### config.mk
export PLATFORM = sky130hd
export DESIGN_NAME = regfile_mp
export DESIGN_NICKNAME = d
export VERILOG_FILES = /design/src/rtl/regfile_mp.sv
export SDC_FILE = /design/constraint.sdc
export NUM_CORES = 2
export LEC_CHECK = 0
export ABC_CLOCK_PERIOD_IN_PS = 29600
export BUFFER_PORTS_ARGS = -buffer_cell sky130_fd_sc_hd__buf_2
export CAP_MARGIN = 20
export CORE_MARGIN = 8
export CORE_UTILIZATION = 55
export CTS_CLUSTER_DIAMETER = 60
export DETAILED_ROUTE_END_ITERATION = 10
export GPL_TIMING_DRIVEN = 0
export PLACE_DENSITY = 0.74
export SLEW_MARGIN = 20
export SYNTH_ARGS = -nofsm -noshare
export SYNTH_HDL_FRONTEND = slang
export SYNTH_SLANG_ARGS = --single-unit
### constraint.sdc
create_clock -name clk -period 29.6 [get_ports clk]
set_input_delay 5.92 -clock clk [delete_from_list [all_inputs] [get_ports clk]]
set_output_delay 5.92 -clock clk [all_outputs]
set_load 0.02 [all_outputs]
### src/rtl/regfile_mp.sv
// Multi-port register file: NR combinational read ports, two write ports (port 1 wins), x0 hardwired to zero.
// Writes land one edge later (optionally bypassed to reads same cycle); after reset an NREGS-cycle clear runs and ready gates writes.
module regfile_mp #(
  parameter int XLEN   = 32,
  parameter int AW     = 5,
  parameter int NR     = 2,
  parameter int BYPASS = 1
) (
  input  logic               clk,
  input  logic               rst,
  input  logic               we0,
  input  logic [AW-1:0]      wa0,
  input  logic [XLEN-1:0]    wd0,
  input  logic               we1,
  input  logic [AW-1:0]      wa1,
  input  logic [XLEN-1:0]    wd1,
  input  logic [NR*AW-1:0]   ra,
  output logic [NR*XLEN-1:0] rd,
  output logic               ready,
  output logic               wr_conflict
);

  localparam int NREGS = 2**AW;

  typedef enum logic {CLEAR = 1'b0, RUN = 1'b1} state_t;

  state_t            state_q, state_d;
  logic [AW-1:0]     clr_ptr_q, clr_ptr_d;
  logic              wr_conflict_q, wr_conflict_d;
  logic [XLEN-1:0]   regs_q [NREGS];
  logic [XLEN-1:0]   regs_d [NREGS];
  logic [AW-1:0]     rai;
  logic [XLEN-1:0]   val;

  always_comb begin
    state_d       = state_q;
    clr_ptr_d     = clr_ptr_q;
    wr_conflict_d = 1'b0;
    regs_d        = regs_q;
    if (state_q == CLEAR) begin
      regs_d[clr_ptr_q] = '0;
      clr_ptr_d         = clr_ptr_q + 1'b1;
      if (clr_ptr_q == AW'(NREGS - 1)) begin
        state_d = RUN;
      end
    end else begin
      // port 1 is applied last so it overrides port 0 on an address clash
      if (we0 && (wa0 != '0)) regs_d[wa0] = wd0;
      if (we1 && (wa1 != '0)) regs_d[wa1] = wd1;
      wr_conflict_d = we0 && we1 && (wa0 == wa1) && (wa0 != '0);
    end
  end

  always_ff @(posedge clk) begin
    if (rst) begin
      state_q       <= CLEAR;
      clr_ptr_q     <= '0;
      wr_conflict_q <= 1'b0;
    end else begin
      state_q       <= state_d;
      clr_ptr_q     <= clr_ptr_d;
      wr_conflict_q <= wr_conflict_d;
      regs_q        <= regs_d;
    end
  end

  always_comb begin
    rd  = '0;
    rai = '0;
    val = '0;
    for (int i = 0; i < NR; i++) begin
      rai = ra[i*AW +: AW];
      val = regs_q[rai];
      if ((BYPASS != 0) && we0 && (wa0 == rai)) val = wd0;
      if ((BYPASS != 0) && we1 && (wa1 == rai)) val = wd1;
      if ((rai == '0) || (state_q != RUN)) val = '0;
      rd[i*XLEN +: XLEN] = val;
    end
  end

  assign ready       = (state_q == RUN);
  assign wr_conflict = wr_conflict_q;

endmodule

* Word-level counts from Yosys, hierarchy flattened
Cells that the tools add are included.
Word-level totals: register bits after elaboration 1031, output and inout bits 66, word-level logic and storage cells 103
Operators by class: $add $sub $neg 1, magnitude comparators 8, eq/ne operators 6, muxes and demuxes 26, bitwise gates (word level) 8, reduce and logical (&&, ||, !) cells 19
Operator list (number):
- $mux W1024 | 4
- $bwmux W1024 | 2
- $and A1024 B1024 Y1024 | 1
- $not A1024 Y1024 | 1
- $demux W32 S5 | 3
- $mux W32 | 13
- $bmux W32 S5 | 2
- $ge A6 B6 Y1 const B | 5
- $not A5 Y6 | 5
- $eq A5 B5 Y1 | 5
- $lt A6 B1 Y1 const B | 3
- $logic_and A1 B1 Y1 | 12
- $logic_not A5 Y1 | 2
- $reduce_bool A5 Y1 | 2
- $add A5 B1 Y5 const B | 1
- $eq A5 B5 Y1 const B | 1
- $logic_or A1 B1 Y1 | 2
- $mux W1 | 2
- $reduce_or A2 Y1 | 1
- $not A1 Y1 | 1

* Longest topological paths before layout
depth in word-level cells 11, mapped depth 9

* Worst setup path after synthesis
OpenSTA, ideal clock, no wires.
path type in2reg, from in rst, to reg wr_conflict_q (netlist: wr_conflict), library setup time 0.131 ns, data arrival time 26.951 ns, slack 2.518 ns, stages on the path 3, buffers on the path 0, cell sequence inv_1 > nand4_1 > nor4_1
Between the ends: word-level cells in the longest chain between the ends 1
RTL lines:
- start: declaration | RTL line 10 | input logic rst,
- $reduce_or A2 Y1 (no source line)
- end signal: assignment | RTL line 62 | wr_conflict_q <= wr_conflict_d;
- end: declaration | RTL line 29 | logic wr_conflict_q, wr_conflict_d;
Every way passes these cells. A chain may end at the register's enable or synchronous reset.

* Final worst setup path
from in ra[2], to out rd[20]
Between the ends: word-level cells in the longest chain between the ends 7
RTL lines:
- start: declaration | RTL line 17 | input logic [NR*AW-1:0] ra,
- $not A5 Y6 (implied by the code) | RTL line 73 | val = regs_q[rai];
- $bmux W32 S5 | RTL line 73
- $mux W32 (implied by the code) (2 in series) | RTL line 73
- $mux W32 | RTL line 74 | if ((BYPASS != 0) && we0 && (wa0 == rai)) val = wd0;
- $mux W32 | RTL line 75 | if ((BYPASS != 0) && we1 && (wa1 == rai)) val = wd1;
- $mux W32 * | RTL line 76 | if ((rai == '0) || (state_q != RUN)) val = '0;
- end: declaration | RTL line 18 | output logic [NR*XLEN-1:0] rd,
Every way passes the cells marked *; elsewhere a longest branch is shown, timed or not. The select of a mux whose other input is x is not followed.

==> flow_summary.json <==
{
  "criticalPathCategory": "input port to output port",
  "maxCapViolCount": 0,
  "die_h_um": 398,
  "gp_congestion": 1.12,
  "path_depth": 8,
  "start_kind": "input port",
  "cts_tree": "yes",
  "io_pins": 154,
  "synthToLayoutAreaGrowth_pct": 9.84,
  "htreeDepth": 4,
  "timing.critical_path.required_ns": 23.68,
  "synthTopCellsByArea": "edfxtp_1 (38%), mux4_2 (18%), mux2i_1 (12%), a22o_1 (10%), a21oi_1 (3.7%)",
  "die_area_um2": 158000,
  "slew_headroom": 0.0721,
  "grt_use_total": 0.479,
  "synthArstFlopShare": 0,
  "cp_cell_sequence": "clkbuf_1 > buf_2 > buf_1 > mux4_2 > mux4_2 > nand4b_1 > nand3_1 > buf_2",
  "synthDistinctLibCells": 45,
  "yosysTopAreaCell": "edfxtp_1",
  "cts_setup_buffers": 0,
  "worst_slew_pin_slew_ns": 1.39,
  "root_buffer": "clkbuf_16",
  "antenna_found_initial": 35,
  "power_density_nw_per_um2": 49.9,
  "power.total_uw": 4390,
  "hold_violations": 0,
  "viasPerCell": 7.78,
  "first_global_vias": 69826,
  "end_kind": "output port",
  "syn_area_per_cell_um2": 11.1,
  "cts_buffers": 141,
  "clkLatencyLatePin_ns": 0.83,
  "setup_tns_ns": 0,
  "grt_remaining_overflow": 0,
  "netlist_area_um2": 80300,
  "hold_path.class": "register to register",
  "wl_per_cell_um": 41.4,
  "clk_path_buf_depth": 3,
  "rows": 140,
  "io_buffers": 84,
  "synth_edf_count": 1024,
  "worstPathArrival_ns": 10.07,
  "path_max_fanout": 10,
  "yosysSeqAreaShare": 0.385,
  "hpwlAfterDp_um": 316000,
  "rsz0062_at_grt": "no",
  "post_dp_cell_area_um2": 83400,
  "synth_ff_type": "edfxtp_1",
  "first_pass_iters": 10,
  "finalCriticalPeriod_ns": 15.99,
  "fin_util": 0.607,
  "rr_worst_depth": 7,
  "hold_buffers": 0,
  "status": "complete, but fails checks",
  "slowest_delay_ns": 0.90,
  "cp_num_buf_inv": 4,
  "yosysWarningCount": 0,
  "holdPathStages": 1,
  "synth-seq-cells": 1031,
  "vdd_drop_max_mv": 0.0569,
  "routed_wirelength_um": 394000,
  "leakagePower_uw": 0.0326,
  "antenna_left": 1,
  "path_clk_slew_ns": 0.06,
  "synthCells": 7223,
  "final_nets": 7555,
  "fmax_mhz": 62.6,
  "critPathTopFamily": "buffers and inverters",
  "cpMaxStageDelayCell": "buf_1",
  "layout-drive-gt1-share": 0.165,
  "die_w_um": 398,
  "initial_core_util": 0.553,
  "clock-sinks": 1031,
  "finalInstanceArea_um2": 88200,
  "core_area_um2": 145000,
  "grt_pass1_wl_um": 532000,
  "synth_fp_nets": 7316,
  "num_vias": 73967,
  "timing.hold.ws_ns": 0.610,
  "violations": "antenna rules",
  "finalCritPeriodShare": 0.540,
  "slew_violations": 0,
  "fin_worst_skew_ns": 0.0233,
  "drc": 0,
  "cts_resized": 0,
  "setup_viol": 0,
  "synth_top_area_share": 0.383,
  "drt_iter0_drc": 13833,
  "grt_max_degree": 104
}
-- worst paths after layout --
check,from,to,slack (ns)
max,ra[2],rd[20],13.61
min,regs_q[1008],regs_q[1008],0.61
max reg2reg,ready,regs_q[827],25.56
min reg2reg,regs_q[1008],regs_q[1008],0.61
-- flip-flops by register name, summed over array words and instances (netlist names) --
name and flops:
regs_q 1024, clr_ptr_q 5, ready 1, wr_conflict 1
-- per-stage QoR --
stage	setup WS, ns	std cells
floorplan	2.52	7223
finish	13.61	9511
global placement	-10.36	9224
global route	13.91	9497
CTS	13.92	9489
detailed placement	13.93	9236
-- final cells by class --
cell class                      instances  area, um^2
Clock buffer                          165        3680
Buffer                               1005        4330
Tap cell                             1917        2400
Timing Repair Buffer                   96         734
Clock inverter                         88         971
Antenna cell                           22        55.1
Fill cell                           11799       57100
Multi-Input combinational cell       5184       45100
Inverter                                3        18.8
Sequential cell                      1031       30900
-- cell families after synthesis --
logic type | synth area share
AO/OA/AOI/OAI | 0.187
XOR/XNOR | 0.00295
adder cells (fa/ha/maj) | 0.000779
buffers and inverters | 0.0537
flip-flops | 0.385
multiplexers | 0.296
AND/OR/NAND/NOR | 0.0747
-- power breakdown --
part           internal (uW)  switching (uW)
sequential              1720            97.0
combinational            312             474
clock                   1030             764
-- metal layers --
layer,track usage,wire [um],part of all wire,vias to the layer above
li1,-,-,-,29110
met2,0.680,163000,0.41,7081
met1,0.583,130000,0.33,36468
met3,0.212,67500,0.17,1276
met5,0.000308,216,0.00055,-
met4,0.335,34200,0.087,32
-- layout by cell type (no fill, tap or decap), types with 7 or more instances in the layout --
cell        netlist  final
nand2_1         448    448
diode_2           0     22
buf_6            14     15
clkinvlp_4        0     14
a21oi_1         590    589
clkbuf_16         0    144
mux2i_1         945    945
nor2b_1          42     42
o31ai_1          62     62
buf_16            0     11
clkbuf_2         28     43
xor2_1           11     11
a31oi_1          16     16
xnor2_1          16     16
mux4_2          634    634
clkinv_2          0     21
buf_4            45     45
o21ai_0         285    285
clkinv_1          0     18
and3b_1           7      7
nand4_1          66     66
nand3_1          71     71
nand4b_1         63     63
buf_2           176    265
edfxtp_1       1024   1024
nor2_1          603    603
nor2_2           13     13
bufinv_16         0     15
nand3b_1         12     12
a22o_1          930    930
dfxtp_1           7      7
clkinv_4          0      7
buf_1            60     55
o21ai_1         260    260
clkbuf_1        682    688
a32oi_1          62     62
-- cell usage after synthesis (7+ instances only) --
cell         n
a21oi_1    590
a22o_1     930
a31oi_1     16
a32oi_1     62
and3b_1      7
buf_1       60
buf_2      176
buf_4       45
buf_6       14
clkbuf_1   682
clkbuf_2    28
dfxtp_1      7
edfxtp_1  1024
mux2i_1    945
mux4_2     634
nand2_1    448
nand3_1     71
nand3b_1    12
nand4_1     66
nand4b_1    63
nor2_1     603
nor2_2      13
nor2b_1     42
o21ai_0    285
o21ai_1    260
o31ai_1     62
xnor2_1     16
xor2_1      11
No activity file was read; power rests on OpenSTA's default activity.
